==> config.mk <==
export PLATFORM = sky130hd
export DESIGN_NAME = ps2_keyboard_rx
export DESIGN_NICKNAME = d
export VERILOG_FILES = /design/src/rtl/ps2_pkg.sv /design/src/rtl/ps2_line_cond.sv /design/src/rtl/ps2_keyboard_rx.sv
export SDC_FILE = /design/constraint.sdc
export NUM_CORES = 1
export LEC_CHECK = 0
export CORE_AREA = 3 3 98 77
export DETAILED_ROUTE_END_ITERATION = 10
export DIE_AREA = 0 0 101 80
export PLACE_DENSITY = 0.54
export SETUP_SLACK_MARGIN = 0.5
export SLEW_MARGIN = 15
export SYNTH_ARGS = -nofsm -noshare
export SYNTH_HDL_FRONTEND = slang
export SYNTH_SLANG_ARGS = --single-unit
==> constraint.sdc <==
create_clock -name clk -period 1.9 [get_ports clk]
set_clock_uncertainty 0.2 [all_clocks]
set_input_delay 0.38 -clock clk [delete_from_list [all_inputs] [get_ports clk]]
set_output_delay 0.38 -clock clk [all_outputs]
set_load 0.02 [all_outputs]
==> src/rtl/ps2_pkg.sv <==
// Shared scan-code constants, framing states and key event record for the PS/2 receiver.
package ps2_pkg;

  localparam logic [7:0] SC_EXT   = 8'hE0;
  localparam logic [7:0] SC_BREAK = 8'hF0;

  typedef enum logic [1:0] {IDLE, DATA, PARITY, STOP} ps2_state_t;

  // "release" is a reserved word, hence "released".
  typedef struct packed {
    logic [7:0] code;
    logic       released;
    logic       extended;
  } key_event_t;

endpackage

==> src/rtl/ps2_line_cond.sv <==
// Synchronizes the raw PS/2 lines and debounces ps2_clk into a single-cycle falling-edge strobe.
module ps2_line_cond #(
  parameter int unsigned FILTER_CYCLES = 8
) (
  input  logic clk,
  input  logic reset,
  input  logic ps2_clk,
  input  logic ps2_data,
  output logic data,
  output logic fall
);

  localparam int unsigned CW = $clog2(FILTER_CYCLES + 1);

  logic [1:0]    clk_sync_q;
  logic [1:0]    data_sync_q;
  logic          filt_q;
  logic [CW-1:0] cnt_q;

  always_ff @(posedge clk) begin
    if (reset) begin
      clk_sync_q  <= 2'b11;
      data_sync_q <= 2'b11;
      filt_q      <= 1'b1;
      cnt_q       <= '0;
      fall        <= 1'b0;
    end else begin
      clk_sync_q  <= {clk_sync_q[0], ps2_clk};
      data_sync_q <= {data_sync_q[0], ps2_data};
      fall        <= 1'b0;
      // Count consecutive samples that disagree with the filtered level.
      if (clk_sync_q[1] == filt_q) begin
        cnt_q <= '0;
      end else if (cnt_q == CW'(FILTER_CYCLES - 1)) begin
        filt_q <= clk_sync_q[1];
        cnt_q  <= '0;
        fall   <= filt_q;
      end else begin
        cnt_q <= cnt_q + CW'(1);
      end
    end
  end

  assign data = data_sync_q[1];

endmodule

==> src/rtl/ps2_keyboard_rx.sv <==
// PS/2 device-to-host frame receiver: framing FSM with timeout, E0/F0 prefix folding,
// and a one-entry valid/ready holding register for key events.
module ps2_keyboard_rx
  import ps2_pkg::*;
#(
  parameter int unsigned CLK_HZ        = 50_000_000,
  parameter int unsigned FILTER_CYCLES = 8,
  parameter int unsigned TIMEOUT_US    = 200
) (
  input  logic       clk,
  input  logic       reset,
  input  logic       ps2_clk,
  input  logic       ps2_data,
  input  logic       key_ready,
  output logic       key_valid,
  output logic [7:0] key_code,
  output logic       key_release,
  output logic       key_extended,
  output logic       frame_err,
  output logic       overrun
);

  localparam int unsigned TIMEOUT_CYCLES = (CLK_HZ / 1_000_000) * TIMEOUT_US;
  localparam int unsigned TW             = $clog2(TIMEOUT_CYCLES + 1);

  logic          data;
  logic          fall;
  ps2_state_t    state_q;
  logic [7:0]    shift_q;
  logic [2:0]    bitcnt_q;
  logic          parity_q;
  logic [TW-1:0] to_cnt_q;
  logic          byte_good_q;
  logic          ext_q;
  logic          brk_q;
  logic          evt;
  key_event_t    ev;

  ps2_line_cond #(
    .FILTER_CYCLES (FILTER_CYCLES)
  ) u_cond (
    .clk      (clk),
    .reset    (reset),
    .ps2_clk  (ps2_clk),
    .ps2_data (ps2_data),
    .data     (data),
    .fall     (fall)
  );

  always_ff @(posedge clk) begin
    if (reset) begin
      state_q     <= IDLE;
      shift_q     <= '0;
      bitcnt_q    <= '0;
      parity_q    <= 1'b0;
      to_cnt_q    <= '0;
      byte_good_q <= 1'b0;
      ext_q       <= 1'b0;
      brk_q       <= 1'b0;
      frame_err   <= 1'b0;
    end else begin
      frame_err   <= 1'b0;
      byte_good_q <= 1'b0;
      if (state_q != IDLE && !fall && to_cnt_q == TW'(TIMEOUT_CYCLES - 1)) begin
        state_q   <= IDLE;
        to_cnt_q  <= '0;
        frame_err <= 1'b1;
        ext_q     <= 1'b0;
        brk_q     <= 1'b0;
      end else if (fall) begin
        to_cnt_q <= '0;
        unique case (state_q)
          IDLE: begin
            if (!data) begin
              state_q  <= DATA;
              bitcnt_q <= '0;
            end
          end
          DATA: begin
            shift_q  <= {data, shift_q[7:1]};
            bitcnt_q <= bitcnt_q + 3'd1;
            if (bitcnt_q == 3'd7) state_q <= PARITY;
          end
          PARITY: begin
            parity_q <= data;
            state_q  <= STOP;
          end
          STOP: begin
            state_q <= IDLE;
            if (data && (^{parity_q, shift_q})) begin
              byte_good_q <= 1'b1;
            end else begin
              frame_err <= 1'b1;
              ext_q     <= 1'b0;
              brk_q     <= 1'b0;
            end
          end
        endcase
      end else if (state_q != IDLE) begin
        to_cnt_q <= to_cnt_q + TW'(1);
      end

      // Prefix bytes only arm flags; any other good byte consumes them.
      if (byte_good_q) begin
        if (shift_q == SC_EXT) begin
          ext_q <= 1'b1;
        end else if (shift_q == SC_BREAK) begin
          brk_q <= 1'b1;
        end else begin
          ext_q <= 1'b0;
          brk_q <= 1'b0;
        end
      end
    end
  end

  assign evt = byte_good_q && (shift_q != SC_EXT) && (shift_q != SC_BREAK);

  always_comb begin
    ev          = '0;
    ev.code     = shift_q;
    ev.released = brk_q;
    ev.extended = ext_q;
  end

  always_ff @(posedge clk) begin
    if (reset) begin
      key_valid    <= 1'b0;
      key_code     <= '0;
      key_release  <= 1'b0;
      key_extended <= 1'b0;
      overrun      <= 1'b0;
    end else if (evt && (!key_valid || key_ready)) begin
      key_valid    <= 1'b1;
      key_code     <= ev.code;
      key_release  <= ev.released;
      key_extended <= ev.extended;
    end else if (evt) begin
      overrun <= 1'b1;
    end else if (key_valid && key_ready) begin
      key_valid <= 1'b0;
    end
  end

endmodule

== Yosys cells after proc, flatten, opt, wreduce, memory -nomap -nowiden ==
Index checks and enable logic that the tools add are counted.

* Bits in registers: 54
* Input bits: 5
* Word-level logic and storage cells: 96

* $add $sub $neg: 3
* Eq/ne operators: 14
* Mux-type cells: 27
* Bitwise operators: 6
* Reduce and logical (&&, ||, !) cells: 27

{| class="wikitable"
|+ Operators by type and width
! kind !! count
|-
| 1-bit two-way mux || 22
|-
| 8-bit equality test, second input constant || 2
|-
| 8-bit != test, second input constant || 2
|-
| 14-bit by 1-bit adder with 14-bit output, second input constant || 1
|-
| 14-bit equality test, second input constant || 1
|-
| 3-bit AND reduction || 3
|-
| 3-bit OR reduction || 3
|-
| 9-bit XOR reduction || 1
|-
| 2-bit one-hot mux with 4 select lines || 1
|-
| 1-bit logical AND || 7
|-
| 1-bit NOT || 6
|-
| 3-bit one-hot mux with 2 select lines || 1
|-
| 2-bit AND reduction || 3
|-
| 2-bit nonzero test || 3
|-
| 4-bit by 1-bit adder with 4-bit output, second input constant || 1
|-
| 2-bit equality test, second input constant || 2
|-
| 4-bit by 3-bit equality test with 1-bit output, second input constant || 1
|-
| 2-bit two-way mux || 2
|-
| 2-bit != test, second input constant || 2
|-
| 4-bit AND reduction || 1
|-
| 4-bit OR reduction || 1
|-
| 3-bit by 1-bit adder with 3-bit output, second input constant || 1
|-
| 3-bit equality test, second input constant || 1
|-
| 3-bit two-way mux || 1
|-
| 7 further kinds || 8
|}

== Longest topological paths before layout ==
* Depth in word-level cells: 9
* Depth in mapped cells: 10
* Mapped depth without buffers: 6

== Cells and area by module ==
A second synthesis with hierarchy kept.

* Cell total of the unflattened synthesis: 250
* Area, all modules: 2338.5 µm²

{| class="wikitable"
|+ Modules (own cells, without submodules)
! module !! instances !! cells an instance !! area an instance (µm²) !! seq. area each (µm²)
|-
| ps2_keyboard_rx || 1 || 221 || 2004.4 || 880.8
|-
| ps2_line_cond || 1 || 29 || 334.1 || 200.2
|}

== Worst setup path before layout ==
OpenSTA, ideal clock, no wires.

* Path type: flip-flop to flip-flop
* Start: reg state_q[0]
* End: reg to_cnt_q[10]
* Arrival time: 1.777 ns
* Slack: -0.141 ns
* Stages on the path, launching flop included: 11
* Buffers on the path: 4
* Period minus slack after synthesis: 2.041 ns
* Cell sequence: dfxtp_1 -> inv_1 -> ha_1 -> buf_4 -> and4b_1 -> buf_6 -> and4_4 -> or3_1 -> buf_2 -> buf_6 -> nor2_1

* Word-level cells in the longest chain between the ends: 4

{| class="wikitable"
|+ Ends and longest elaborated chain
! what !! line !! text
|-
| start, declared || ps2_keyboard_rx.sv:28 || <nowiki>ps2_state_t state_q;</nowiki>
|-
| start signal, assigned || ps2_keyboard_rx.sv:52 || <nowiki>state_q <= IDLE;</nowiki>
|-
| start signal, assigned || ps2_keyboard_rx.sv:65 || <nowiki>state_q <= IDLE;</nowiki>
|-
| start signal, assigned || ps2_keyboard_rx.sv:75 || <nowiki>state_q <= DATA;</nowiki>
|-
| 2-bit nonzero test * || ps2_keyboard_rx.sv:64, ps2_keyboard_rx.sv:99 ||
|-
| 1-bit logical AND (2 in series) || ps2_keyboard_rx.sv:64 || <nowiki>if (state_q != IDLE && !fall && to_cnt_q == TW'(TIMEOUT_CYCLES - 1)) begin</nowiki>
|-
| 3-bit OR reduction (no source line) || -- ||
|-
| end signal, assigned || ps2_keyboard_rx.sv:100 || <nowiki>to_cnt_q <= to_cnt_q + TW'(1);</nowiki>
|-
| end, declared || ps2_keyboard_rx.sv:32 || <nowiki>logic [TW-1:0] to_cnt_q;</nowiki>
|}

Every way passes the cells marked *; elsewhere a longest branch is shown, timed or not.
A chain may end at the register's enable or synchronous reset.

== Final worst setup path ==
* Start: reg state_q[1]
* End: reg to_cnt_q[4]

The elaborated chain is that of the path after synthesis.

==> flow_summary.yaml <==
outcome:
  status: "finished clean"
die:
  die_y_um: 80
  ios: 18
  die_width_um: 101
  dieArea_mm2: 0.00808
  coreArea_mm2: 0.00670
  num_rows: 26
  initial_core_util: 0.344
sta:
  max_freq_mhz: 561
  final-hold-violation-count: 0
  drv_slew: 0
  final-setup-viol-count: 0
  worstMarginPinSlew_ps: 287
  finalCritPeriodShare: 0.938
  fin_crit_ps: 1780
  rsz0062_at_grt: "true"
  slew_headroom: 0.806
worst_hold_path:
  hp-start: "u_cond.clk_sync_q[0]"
  holdPathStages: 1
  holdPathEnd: "u_cond.clk_sync_q[1]"
  min_path_type: "reg -> reg"
global_routing:
  grt_max_degree: 16
  grt_antenna_before_repair: 0
  grt_util_all_layers: 0.128
  grt_pass1_wl_um: 8370
  grt_pass1_vias: 1820
  gr-total-overflow: 0
logic_synthesis:
  synth_cell_type_count: 39
  ys_ff_latch: 54
  async_flop_share: 0
  synth_edf_count: 0
  synthFlopType: "dfxtp_1"
  netlist_instances: 245
  ys_warn_count: 0
  synth_nets: 263
  avgSynthCellArea_um2: 9.42
  syn-cell-area_mm2: 0.00231
  ys_seq_area_frac: 0.468
worst_setup_path:
  cp_top_family: "simple AND/OR/NAND/NOR gates"
  slowest_delay_ps: 360
  path_buf_inv: 2
  crit_chain: "inv_2 -> ha_4 -> and4b_1 -> and4_4 -> or3_4 -> buf_6 -> nor2_1"
  worst_r2r_path_depth: 7
  reg2reg_from: "state_q[1]"
  cp-start-kind: "flip-flop"
  crit_path_end_kind: "flip-flop"
  r2r_end: "to_cnt_q[4]"
  crit_slowest_cell: "or3_4"
  critPathKind: "reg -> reg"
  r2r_slack_ps: 120
  path_max_fanout: 7
  cp.arrival_ps: 1830
  required_ps: 1950
finish:
  layout-drive-gt1-share: 0.483
  fin_nets: 319
  final_cells: 386
  area_growth_pct: 43.2
  final_area_mm2: 0.00331
  antennaDiodeCount: 0
placement:
  routabilityCongestion: 0.712
  placedCellCount: 354
  placed_area_mm2: 0.00275
  dp_hpwl_um: 3120
  portBuffers: 17
routing:
  drt_iter0_drc: 73
  vias: 1860
  drtAntennaViolNets: 0
  routed_via_density: 4.82
  drc_errors: 0
  wire_per_inst_um: 13.1
  dr.pass1.iters: 4
  routed_wl_um: 5070
cts:
  cts.clk_slew.worst_paths_ps: 90
  clockBufferDepth: 2
  cts.sinks: 54
  clk_latency_ps: 310
  cts.root.buffer_cell: "clkbuf_8"
  ctsHtreeMaxLevel: 2
  cts_tree: "built"
  cts_buffers: 5
pwr:
  p_leak_nw: 1.33
  p_per_area_mw_per_mm2: 561
  ir_drop_uv: 272
flow_run:
  max_cap_violations: 0
power by group:
part	leakage (nW)	switching, W	total [W]	internal, W
Combinational	0.839	0.0000264	0.0000521	0.0000257
Sequential	0.446	0.00000357	0.00114	0.00113
Clock	0.0482	0.000372	0.000667	0.000295
Total	1.33	0.000402	0.00185	0.00145
cell type report:
type / count / area, µm²
inverters: 9 / 33.8
repair buffers: 62 / 563
fillers: 601 / 3400
flip-flops and latches: 54 / 1110
clock buffers: 7 / 86.3
clock inverters: 1 / 5.00
well taps: 84 / 105
multi-input cells: 169 / 1400
worst max path at each step:
stage | to | cells after the start | startpoint
final | to_cnt_q[4] | 7 | state_q[1]
after global routing | to_cnt_q[5] | 7 | state_q[1]
after CTS | to_cnt_q[0] | 7 | state_q[1]
after detailed placement | ext_q | 3 | reset
after global placement | ext_q | 3 | reset
after floorplan | to_cnt_q[3] | 10 | state_q[1]
per-stage QoR:
step           setup WS (ps)  TNS [ps]  hold WS, ps  power, W  utilization
2_1_floorplan          -82.8      -828          189   0.00119            -
3_3_place_gp           -12.7     -12.7          193   0.00121        0.410
3_5_place_dp           -33.3     -33.3          193   0.00121        0.410
4_1_cts                  114         0          217   0.00187        0.471
5_1_grt                 70.0         0          241   0.00191        0.493
6_report                 119         0          214   0.00185        0.493
state kept, by name, summed over array words and instances, names as in the netlist, 2 cells and up:
register and count:
u_cond.cnt_q 4, state_q 2, u_cond.clk_sync_q 2, to_cnt_q 14
key_code 8, shift_q 8, bitcnt_q 3, u_cond.data_sync_q 2
timing repair:
| action | CTS | global route |
|---|---|---|
| hold buffers | 0 | 0 |
| setup buffers | 18 | 5 |
| endpoints found under the hold margin | 0 | 0 |
| gates cloned | 1 | 0 |
| setup endpoints to repair | 56 | 59 |
| resized for setup | 114 | 34 |
| pin swaps | 25 | 8 |
cell families after synthesis:
| group | Yosys count | synth area share |
|---|---|---|
| muxes | 13 | 0.0564 |
| adders and majority gates | 13 | 0.0705 |
| and+or+nand+nor | 98 | 0.214 |
| xor gates and xnor gates | 18 | 0.0743 |
| AOI/OAI and AO/OA | 27 | 0.0715 |
| DFF | 54 | 0.468 |
| buffers and inverters | 22 | 0.0450 |
layout by cell type, fill, tap and decap left out, types with 5 or more instances in the layout:
| master | Yosys | layout |
|---|---|---|
| xnor2_1 | 7 | 6 |
| nor2_2 | 0 | 5 |
| nand3_1 | 16 | 14 |
| a21oi_2 | 0 | 10 |
| xor2_1 | 10 | 10 |
| ha_1 | 13 | 5 |
| nand4_1 | 5 | 5 |
| nand2_1 | 20 | 11 |
| mux2i_1 | 13 | 13 |
| buf_4 | 1 | 42 |
| clkbuf_8 | 0 | 6 |
| nand2_2 | 0 | 7 |
| dfxtp_2 | 0 | 16 |
| buf_6 | 2 | 12 |
| nor2_1 | 32 | 25 |
| inv_2 | 0 | 6 |
| ha_4 | 0 | 7 |
| dfxtp_1 | 54 | 36 |
layer usage:
layer | up-vias | track usage | share of wire
met5 | - | 0 | 0
met4 | 0 | 0.0438 | 0.014
met1 | 882 | 0.173 | 0.51
li1 | 944 | - | -
met2 | 26 | 0.200 | 0.45
met3 | 8 | 0.0271 | 0.035
worst register-to-register path, stage by stage, from the launching register on:
cell and delay, ps:
dfxtp_2 330, inv_2 70, ha_4 140, and4b_1 210, and4_4 190, or3_4 360
buf_6 160, nor2_1 70
synth_stat cells (2+ instances only):
| master | n | share of area |
|---|---|---|
| a21oi_1 | 14 | 0.030 |
| and3_1 | 2 | 0.0054 |
| a32oi_1 | 2 | 0.0076 |
| nand3b_1 | 2 | 0.0065 |
| mux2i_1 | 13 | 0.056 |
| o31ai_1 | 2 | 0.0065 |
| nor4b_1 | 2 | 0.0076 |
| inv_1 | 9 | 0.015 |
| nand3_1 | 16 | 0.035 |
| ha_1 | 13 | 0.070 |
| nand2_1 | 20 | 0.033 |
| o21ba_2 | 2 | 0.0087 |
| nand2b_1 | 2 | 0.0054 |
| buf_2 | 2 | 0.0043 |
| or3_1 | 2 | 0.0054 |
| clkbuf_1 | 8 | 0.013 |
| nor2_1 | 32 | 0.052 |
| buf_6 | 2 | 0.0098 |
| or2_2 | 5 | 0.014 |
| xor2_1 | 10 | 0.038 |
| dfxtp_1 | 54 | 0.47 |
| o21ai_0 | 4 | 0.0087 |
| nand4_1 | 5 | 0.014 |
| xnor2_1 | 7 | 0.027 |
No activity file was read; power rests on OpenSTA's default activity.
